**src/rtl/alu_seq_ctrl.sv**
```systemverilog
// Multicycle fetch/decode/execute sequencer for an external 8-bit ALU with ACC and R0-R3.
// Define ALU_SEQ_CTRL_JZ_EN to make opcode B a two-byte JZ; otherwise B is a one-byte NOP.
module alu_seq_ctrl #(
   parameter logic [7:0] RESET_PC = 8'h00,
   parameter int         NREGS    = 4
) (
   input  logic       clk,
   input  logic       rst,
   input  logic       run,
   output logic [7:0] pm_addr,
   output logic       pm_rd,
   input  logic [7:0] pm_data,
   input  logic       pm_valid,
   output logic [7:0] alu_a,
   output logic [7:0] alu_b,
   output logic [2:0] alu_op,
   input  logic [7:0] alu_out,
   output logic [7:0] acc,
   output logic       zero,
   output logic       busy,
   output logic       halted
);

   typedef enum logic [2:0] {
      S_IDLE,
      S_FETCH,
      S_DECODE,
      S_OPND,
      S_EXEC,
      S_HALT
   } state_e;

   localparam logic [3:0] OPC_MOV     = 4'h8;
   localparam logic [3:0] OPC_LDI     = 4'h9;
   localparam logic [3:0] OPC_JMP     = 4'hA;
   localparam logic [3:0] OPC_JZ      = 4'hB;
   localparam logic [3:0] OPC_HLT     = 4'hF;
   localparam logic [2:0] ALU_OP_IDLE = 3'b110;

`ifdef ALU_SEQ_CTRL_JZ_EN
   localparam bit JZ_EN = 1'b1;
`else
   localparam bit JZ_EN = 1'b0;
`endif

   state_e     state_q, state_d;
   logic [7:0] pc_q, pc_d;
   logic [7:0] op_q, op_d;
   logic [7:0] acc_q, acc_d;
   logic       z_q, z_d;
   logic [5:0] ir_q, ir_d;  // {opc, rs}; reserved bits IR[3:2] are dropped at fetch
   logic [7:0] rf_q [NREGS];
   logic [7:0] rf_d [NREGS];

   logic [3:0] opc;
   logic [1:0] rs;
   logic       two_byte;

   assign opc      = ir_q[5:2];
   assign rs       = ir_q[1:0];
   assign two_byte = (opc == OPC_LDI) || (opc == OPC_JMP) || (JZ_EN && (opc == OPC_JZ));

   assign pm_addr = pc_q;
   assign pm_rd   = (state_q == S_FETCH) || (state_q == S_OPND);
   assign alu_a   = acc_q;
   assign alu_b   = rf_q[rs];
   assign acc     = acc_q;
   assign zero    = z_q;
   assign busy    = (state_q != S_IDLE) && (state_q != S_HALT);
   assign halted  = (state_q == S_HALT);

   always_comb begin
      // NOTE: every output of this block is defaulted first, so no path can infer a latch.
      state_d = state_q;
      pc_d    = pc_q;
      op_d    = op_q;
      acc_d   = acc_q;
      z_d     = z_q;
      ir_d    = ir_q;
      rf_d    = rf_q;
      alu_op  = ALU_OP_IDLE;

      case (state_q)
         S_IDLE: begin
            if (run) state_d = S_FETCH;
         end
         S_FETCH: begin
            if (pm_valid) begin
               ir_d    = {pm_data[7:4], pm_data[1:0]};
               pc_d    = pc_q + 8'd1;
               state_d = S_DECODE;
            end
         end
         S_DECODE: begin
            if (two_byte)              state_d = S_OPND;
            else if (opc == OPC_HLT)   state_d = S_HALT;
            else                       state_d = S_EXEC;
         end
         S_OPND: begin
            if (pm_valid) begin
               op_d    = pm_data;
               pc_d    = pc_q + 8'd1;
               state_d = S_EXEC;
            end
         end
         S_EXEC: begin
            state_d = S_FETCH;
            if (!opc[3] && (opc[2:0] != 3'b111)) begin
               alu_op = opc[2:0];
               acc_d  = alu_out;
               z_d    = (alu_out == 8'h00);
            end else begin
               case (opc)
                  OPC_MOV: rf_d[rs] = acc_q;
                  OPC_LDI: acc_d    = op_q;
                  OPC_JMP: pc_d     = op_q;
                  OPC_JZ:  if (JZ_EN && z_q) pc_d = op_q;
                  default: ;
               endcase
            end
         end
         S_HALT: state_d = S_HALT;
         default: state_d = S_IDLE;
      endcase
   end

   always_ff @(posedge clk) begin
      // NOTE: state registers use non-blocking assignments so every register samples pre-edge values.
      if (rst) begin
         state_q <= S_IDLE;
         pc_q    <= RESET_PC;
         op_q    <= '0;
         acc_q   <= '0;
         z_q     <= 1'b0;
         ir_q    <= '0;
         // NOTE: the register file is small and architecturally zero after reset, so it is cleared here.
         for (int i = 0; i < NREGS; i++) rf_q[i] <= '0;
      end else begin
         state_q <= state_d;
         pc_q    <= pc_d;
         op_q    <= op_d;
         acc_q   <= acc_d;
         z_q     <= z_d;
         ir_q    <= ir_d;
         rf_q    <= rf_d;
      end
   end

endmodule

```
**config.mk**
```make
export PLATFORM = sky130hd
export DESIGN_NAME = alu_seq_ctrl
export DESIGN_NICKNAME = d
export VERILOG_FILES = /design/src/rtl/alu_seq_ctrl.sv
export SDC_FILE = /design/constraint.sdc
export NUM_CORES = 1
export LEC_CHECK = 0
export ABC_CLOCK_PERIOD_IN_PS = 2600
export CAP_MARGIN = 20
export CORE_MARGIN = 1
export CORE_UTILIZATION = 57
export CTS_CLUSTER_SIZE = 12
export DETAILED_ROUTE_END_ITERATION = 10
export PLACE_DENSITY = 0.93
export REMOVE_ABC_BUFFERS = 1
export SETUP_SLACK_MARGIN = 0.05
export SYNTH_ARGS = -nofsm -noshare
export SYNTH_HDL_FRONTEND = slang
export SYNTH_SLANG_ARGS = --single-unit
```
**constraint.sdc**
```tcl
create_clock -name clk -period 2.6 [get_ports clk]
set_input_delay 0.52 -clock clk [delete_from_list [all_inputs] [get_ports clk]]
set_output_delay 0.52 -clock clk [all_outputs]
set_load 0.005 [all_outputs]
```
Word level (Yosys, flattened, before mapping):

Index checks and enable logic that the tools add are counted.

* $add $sub $neg: 1
* order comparisons: 2
* eq/ne operators: 17
* mux-type cells: 20
* bitwise gates (word level): 2
* reduce and logical (&&, ||, !) cells: 19

Operator list (count)
* two-way mux 8 bit: 8
* bitwise mux 32 bit: 1
* two-way mux 3 bit: 6
* case mux 3 bit (6 select lines): 1
* binary-select mux 8 bit (select 2 bit): 1
* demux 8 bit (select 2 bit): 1
* equality test 4 bit, second input constant: 4
* case mux 8 bit (2 select lines): 1
* inequality test 2 bit, second input constant: 5
* adder 8 x 1 -> 8 bit, second input constant: 1
* zero test 8 bit: 1
* AND reduction 2 bit: 4
* equality test 3 x 2 -> 1 bit, second input constant: 2
* equality test 3 bit, second input constant: 2
* inequality test 3 bit, second input constant: 2
* AND reduction 3 bit: 2
* AND reduction 4 bit: 1
* nonzero test 2 bit: 2
* equality test 3 x 1 -> 1 bit, second input constant: 1
* >= comparator 3 bit, second input constant: 1
* logical AND 1 bit: 3
* zero test 3 bit: 1
* less-than comparator 3 x 1 -> 1 bit, second input constant: 1
* NOT 2 -> 3 bit: 1
* 7 further kinds: 8

* bits in registers: 66
* word-level logic and storage cells: 71

Longest topological paths before layout:

Gate-level depths: netlist (run 1).

* depth in word-level cells: 6
* mapped depth: 7
* mapped depth without buffers: 5

Worst setup path before layout (run 1):

Ideal clock, no wire load.

* path kind: reg-to-output
* start point: reg state_q[2]
* end point: out alu_op[0]
* arrival time: 1.166 ns
* required time: 2.080 ns
* setup slack: 0.914 ns
* stages on the path, launching flop included: 5
* cells stage by stage: dfxtp_1 -> buf_2 -> nor3b_4 -> buf_2 -> and3_1

* word-level cells in the longest chain between the ends: 2

Ends and longest elaborated chain
* from (decl): line 46 `state_e state_q, state_d;`
* from (signal assigned): line 139 `state_q <= state_d;`
* equality test 3 bit: line 83 `case (state_q)`
* two-way mux 3 bit: line 83
* to (decl): line 16 `output logic [2:0] alu_op,`

Every way passes these cells.

Worst setup path in the final report (run 1):

* start point: reg ir_q[1]
* end point: out alu_b[0]

* word-level cells in the longest chain between the ends: 4

Ends and longest elaborated chain
* from (decl): line 51 `logic [5:0] ir_q, ir_d;`
* from (signal assigned): line 144 `ir_q <= ir_d;`
* NOT 2 -> 3 bit (not written as such): line 66 `assign alu_b = rf_q[rs];`
* binary-select mux 8 bit (select 2 bit): line 66
* two-way mux 8 bit (not written as such) (2 in a row): line 66
* to (decl): line 15 `output logic [7:0] alu_b,`

Every way passes these cells. The select of a mux whose other input is x is not followed.

==> reports/results.txt, run 1 <==
Cell taking the most area after synthesis: dfxtp_1
Top cells by area, synth: dfxtp_1, mux2i_1, mux4_2, nor2_1, a211oi_2
Initial Util: 59.4%
Post-Syn Instances: 340
Most used DFF post-synth: dfxtp_1
Library cells used by synthesis: 50
Clock buffer depth: 2
Largest delay share family, worst path: flip-flops
Tightest Pin Transition: 697 ps
Slowest CP cell: dfxtp_1
FF+latch count, synth: 66
Pre-Repair DR Iteration Count: 5
Max_slew headroom: 53.6%
Largest net degree at the start of global routing: 37
Via count: 2,753
Setup TNS Final: 0 ps
Sequential share of the synthesized area: 40.2%
Cell Rows: 27
Clk pin slew, worst setup/hold paths: 80 ps
Clock share of power: 34.6%
Ordered cell list for the critical path: mux4_2 -> clkdlybuf4s50_1
Post-synth EDFFs: 0
CTS tree: done
I/O pin count: 59
Maximum vdd drop: 551 µV
Hold Buf Count CTS: 0
Clk sink count: 66
Largest family of logic cells by synthesized area: simple AND/OR/NAND/NOR gates
Finish-stage setup viols: 0
Iteration-0 DRC Markers: 190
Layout cells sized above 1: 13.1%
Part of the power in registers: 46.0%
# H-tree levels: 3
Setup CP Type: flip-flop to output pin
Worst EP required: 2080 ps
Yosys warns: 0
Die Ht: 78.0 µm
Post-synthesis mux area share: 20.1%
Hold crit path type: flip-flop to flip-flop
Most common cell in the synthesized netlist: dfxtp_1
Final Max Tran Viols: 0
RSZ-0062 raised after global routing: no
Maximum clock frequency: 408 MHz
Die Wd: 78.0 µm
Synth cell count leaders: dfxtp_1, mux2i_1, nor2_1, nand2_1, a21oi_1
Die ar.: 0.00608 mm²
Vias in the first global route: 2,667
Antenna cells: 0
Power Internal: 1.81 mW
Fill cells: 374
Placeable Area: 0.00554 mm²
Detail Placement HPWL: 5.27 mm
Clk_lat worst skew: 350 ps
Placer's final routability congestion estimate: 0.831
XOR/XNOR Fraction of Synth Area: 0.533%
Share of the synthesized area in the top cell type: 40.2%
Pwr dens: 646 mW/mm²
DRC Markers: 0
Simple-gate share of the synthesized area: 20.3%
Mapped Avg Cell Area: 9.67 µm²
Port Buf Inserts: 58
Arr. time, crit path: 1930 ps
Worst Setup End Kind: output pin
Clk_skew: 8.14 ps
Final worst path period need: 2450 ps
Worst path buffer plus inverter count: 1
GRT Overall Usage: 27.0%
Logic pwr share: 19.4%
Routed WL: 7.77 mm
Tcrit/Tclk final: 94.2%
Routed Antenna Nets: 0
Synth async-reset ratio: 0%
Final Hold Fails: 0
Pleak: 1.58 nW
Root Driver: clkbuf_8
Post-DR wirelength/cell: 16.9 µm
Finished Core Util: 72.4%
First-pass GRT wire length: 12.6 mm
Grt total ovfl: 0
Max incr delay on CP: 710 ps
Outcome: finished clean
Layout area overhead: 21.9%
NetSw: 778 µW
TritonCTS Buffers: 9
Initial antenna violation count: 0
Synthesized area: 0.00329 mm²
Fin nets: 404
Crit Path Max Fanout: 13
Max-cap viol count: 0
Post-Synth Adder-Cell Area: 0.380%
Vias per cell: 5.98
CP Launch Type: flip-flop
Post-synthesis compound-gate area fraction: 11.6%
Sw frac: 30.1%
==> worst reg2reg max path, stage by stage (launching register included) <==
cell,delay (ps)
dfxtp_1,510
nor4b_4,450
and4bb_1,630
mux2i_1,270
nor2_1,60
==> timing repair <==
item / CTS / global route
pin swaps: 0 / 0
setup buffers: 0 / 0
setup endpoints to repair: 8 / 1
resized for setup: 1 / 1
==> power by group through the flow <==
stage / registers, mW / clock network [mW] / logic [mW]
floorplan: 1.18 / 0 / 0.261
global placement: 1.21 / 0 / 0.481
detailed placement: 1.21 / 0 / 0.495
CTS: 1.19 / 0.888 / 0.501
global route: 1.20 / 0.955 / 0.544
finish: 1.19 / 0.896 / 0.502
==> flip-flops by register name (all words and copies together), names as in the netlist <==
register and flops:
op_q 8, zero 1, state_q 3, acc 8, ir_q 6, pm_addr 8
rf_q 32
==> through the flow <==
| step | worst slack, ps | instance area [µm²] | hold WS [ps] | cells | total power [mW] |
|---|---|---|---|---|---|
| floorplan | 539 | 3070 | 438 | 305 | 1.45 |
| global placement | 285 | 3800 | 448 | 444 | 1.69 |
| detailed placement | 226 | 3800 | 454 | 444 | 1.71 |
| CTS | 114 | 4010 | 464 | 460 | 2.58 |
| global route | 109 | 4010 | 497 | 460 | 2.70 |
| finish | 151 | 4010 | 463 | 460 | 2.59 |
==> kinds of logic after synthesis <==
logic type      after synthesis
flops                        66
xor+xnor                      2
fa+ha+maj                     1
simple gates                126
mux                          56
compound gates               52
buf+inv                      37
==> path summary, 6_finish.rpt <==
kind / from / end / slack [ps] / cells past startpoint
worst max-delay path: ir_q[1] / alu_b[0] / 150 / 2
worst min-delay path: zero / zero / 460 / 2
worst max register to register: state_q[2] / rf_q[30] / 550 / 4
worst min register to register: zero / zero / 460 / 2
==> per-layer routing <==
metal / share of wire, % / up-vias / GRT usage, %
met3: 4.4 / 19 / 5.41
met5: 0 / - / 0
met4: 2.5 / 0 / 11.9
met1: 44 / 1338 / 34.0
li1: - / 1293 / -
met2: 49 / 103 / 44.7
==> cell type report <==
cell class | instances | area (µm²) | share of cell area [%]
tap | 72 | 90.1 | 2.25
clock inverter | 6 | 66.3 | 1.65
timing repair buffer | 67 | 643 | 16.0
inverter | 2 | 7.51 | 0.187
sequential | 66 | 1330 | 33.1
clock buffer | 10 | 138 | 3.43
multi-input combinational | 237 | 1740 | 43.4
==> cell usage in the layout (no fill, tap or decap), types with 2 or more instances in the layout <==
cell type,n
dfxtp_1,65
a211oi_2,8
clkdlybuf4s50_1,57
nand4b_1,2
nor2_1,43
nand2b_1,2
clkbuf_8,10
a31oi_1,3
buf_4,9
a21oi_1,19
mux4_2,8
nor3_1,11
nor4b_1,2
nand3_1,4
mux2i_1,48
nor4_1,3
nand4_1,3
nor2b_1,10
nor3b_1,2
clkinvlp_4,3
nand2_1,25
inv_1,2
o21ai_0,10
and3_1,3
and2_1,6
(Power assumes the default switching activity.)
==> run 2, diff against run 1 <==
Settings changed: GPL_TIMING_DRIVEN set to 0, HOLD_SLACK_MARGIN set to 0.06.
==> run 2 against run 1 <==
  * Combinational power barely moved
  * Die area unchanged
  * Routed wire length up 4.0%
  * Sequential power hardly changed
  * Clock-buffer cell count unchanged
  * Critical path depth is 1 higher
  * Sequential cell count did not move
  * Via count up 0.18%
  * Design area rose by 0.66%
  * Worst hold slack hardly changed
  * Largest cell class unchanged
==> reports/results.txt, run 2 (synthesized netlist as in run 1, its figures left out) <==
Outcome: finished clean
Vias per cell: 6.04
Register-to-Register Setup Slack: 190 ps
Max FFs per register: 32
Iteration-0 DRC Markers: 240
Layout area overhead: 22.7%
CP Launch Type: flip-flop
Clock buffer depth: 2
Grt total ovfl: 0
Hold Path Depth: 2
DRC Markers: 0
CTS tree: done
Hold Buf Count CTS: 0
Commonest non-fill, non-tap cells in the layout: dfxtp_1, clkdlybuf4s50_1, mux2i_1
Clk pin slew, worst setup/hold paths: 70 ps
Antenna cells: 0
RSZ-0062 raised after global routing: yes
Placeable Area: 0.00554 mm²
Die Ht: 78.0 µm
Tot Pwr: 2.69 mW
Die ar.: 0.00608 mm²
Finish-stage setup viols: 0
Vias in the first global route: 2,745
Post-Route Hold Slack: 463 ps
Initial Util: 59.4%
Port Buf Inserts: 58
Final worst path period need: 2480 ps
Setup CP Type: flip-flop to output pin
Reg2Reg Launch Point: state_q[2]
Setup crit start: state_q[2]
Placer's final routability congestion estimate: 0.829
Arr. time, crit path: 1960 ps
Clk_lat worst skew: 350 ps
Finished Core Util: 72.8%
Routed WL: 8.08 mm
Most common cell after layout, fill and taps aside: dfxtp_1
Final Max Tran Viols: 0
GRT Overall Usage: 28.4%
Detail Placement HPWL: 5.10 mm
# H-tree levels: 3
Clk_skew: 9.53 ps
Largest net degree at the start of global routing: 53
Fill cells: 374
Worst Hold Path EP: zero
Hold crit path type: flip-flop to flip-flop
Cell Rows: 27
Maximum vdd drop: 403 µV
Routed Antenna Nets: 0
Register area: 0.00132 mm²
Pre-Repair DR Iteration Count: 5
Via count: 2,758
Final Hold Fails: 0
R2r worst-path depth: 6
Hold path startpoint: zero
Maximum clock frequency: 404 MHz
Worst EP required: 2080 ps
Initial antenna violation count: 0
Largest register by flop count: rf_q
Fin nets: 401
Crit Path Max Fanout: 11
Root Driver: clkbuf_8
I/O pin count: 59
Die Wd: 78.0 µm
TritonCTS Buffers: 9
First-pass GRT wire length: 13.3 mm
Multi-input gate area: 0.00176 mm²
Post-DR wirelength/cell: 17.7 µm
Tightest Pin Transition: 767 ps
RR Endpoint: acc[3]
Layout cells sized above 1: 13.2%
Pwr dens: 666 mW/mm²
Max-cap viol count: 0
Pleak: 1.59 nW
Max_slew headroom: 48.6%
Clk sink count: 66
Tcrit/Tclk final: 95.2%
Worst Setup End Kind: output pin
## run 2: cell types whose count changed in the layout (fill, tap and decap cells not counted)
| cell | previous run | this run |
|---|---|---|
| buf_4 | 9 | 4 |
| clkinvlp_4 | 3 | 1 |
| dfxtp_2 | 0 | 2 |
| a31oi_1 | 3 | 2 |
| a31oi_2 | 0 | 1 |
| buf_12 | 0 | 1 |
| bufinv_16 | 1 | 2 |
| clkinv_4 | 1 | 2 |
| dfxtp_1 | 65 | 64 |
| dfxtp_4 | 1 | 0 |
| nor2b_1 | 10 | 9 |
| nor2b_2 | 0 | 1 |
| nor3b_2 | 1 | 2 |
## run 2: layer usage
| layer | GRT usage, % | wire length [µm] |
|---|---|---|
| met1 | 36.0 | 3460 |
| met2 | 47.0 | 3980 |
| met3 | 4.47 | 414 |
| met4 | 14.3 | 224 |
| met5 | 0 | 0 |
## run 2: how the worst max path moves through the flow
stage               depth (start not counted)         end  slack [ps]
global placement                            3  state_q[0]        -640
global route                                3   alu_op[0]          50
floorplan                                   4      acc[0]         540
CTS                                         2    alu_b[7]         120
finish                                      3   alu_op[0]         120
detailed placement                          3   alu_op[0]         -50
## run 2: power breakdown
part / switching, mW / internal (mW)
clock network: 0.411 / 0.567
registers: 0.141 / 1.06
logic: 0.228 / 0.276
## run 2: repair_timing
| action | in CTS | in global routing |
|---|---|---|
| resized for setup | 3 | 1 |
| buffers inserted | 2 | 1 |
| setup endpoints to repair | 20 | 2 |
| gates cloned | 1 | 0 |
## run 2: critical path, stage by stage, from the launching register on
cell             delay [ps]
dfxtp_1                 590
nor3b_4                 320
and3_1                  200
clkdlybuf4s50_1         500
## run 2: cell type report
| cell class | count | share of cell area (%) |
|---|---|---|
| multi-input cells | 238 | 43.6 |
| flip-flops and latches | 66 | 32.8 |
| repair buffers | 63 | 15.5 |
| clock buffers | 10 | 3.41 |
| clock inverters | 6 | 2.23 |
| well taps | 72 | 2.23 |
| inverters | 2 | 0.186 |
## run 2: metrics by stage
stage | area [µm²] | std cells | TNS, ps | worst slack [ps]
floorplan | 3070 | 305 | 0 | 539
global placement | 3740 | 435 | -24940 | -637
detailed placement | 3760 | 437 | -48.9 | -48.9
CTS | 4020 | 456 | 0 | 124
global route | 4040 | 457 | 0 | 49.5
finish | 4040 | 457 | 0 | 124
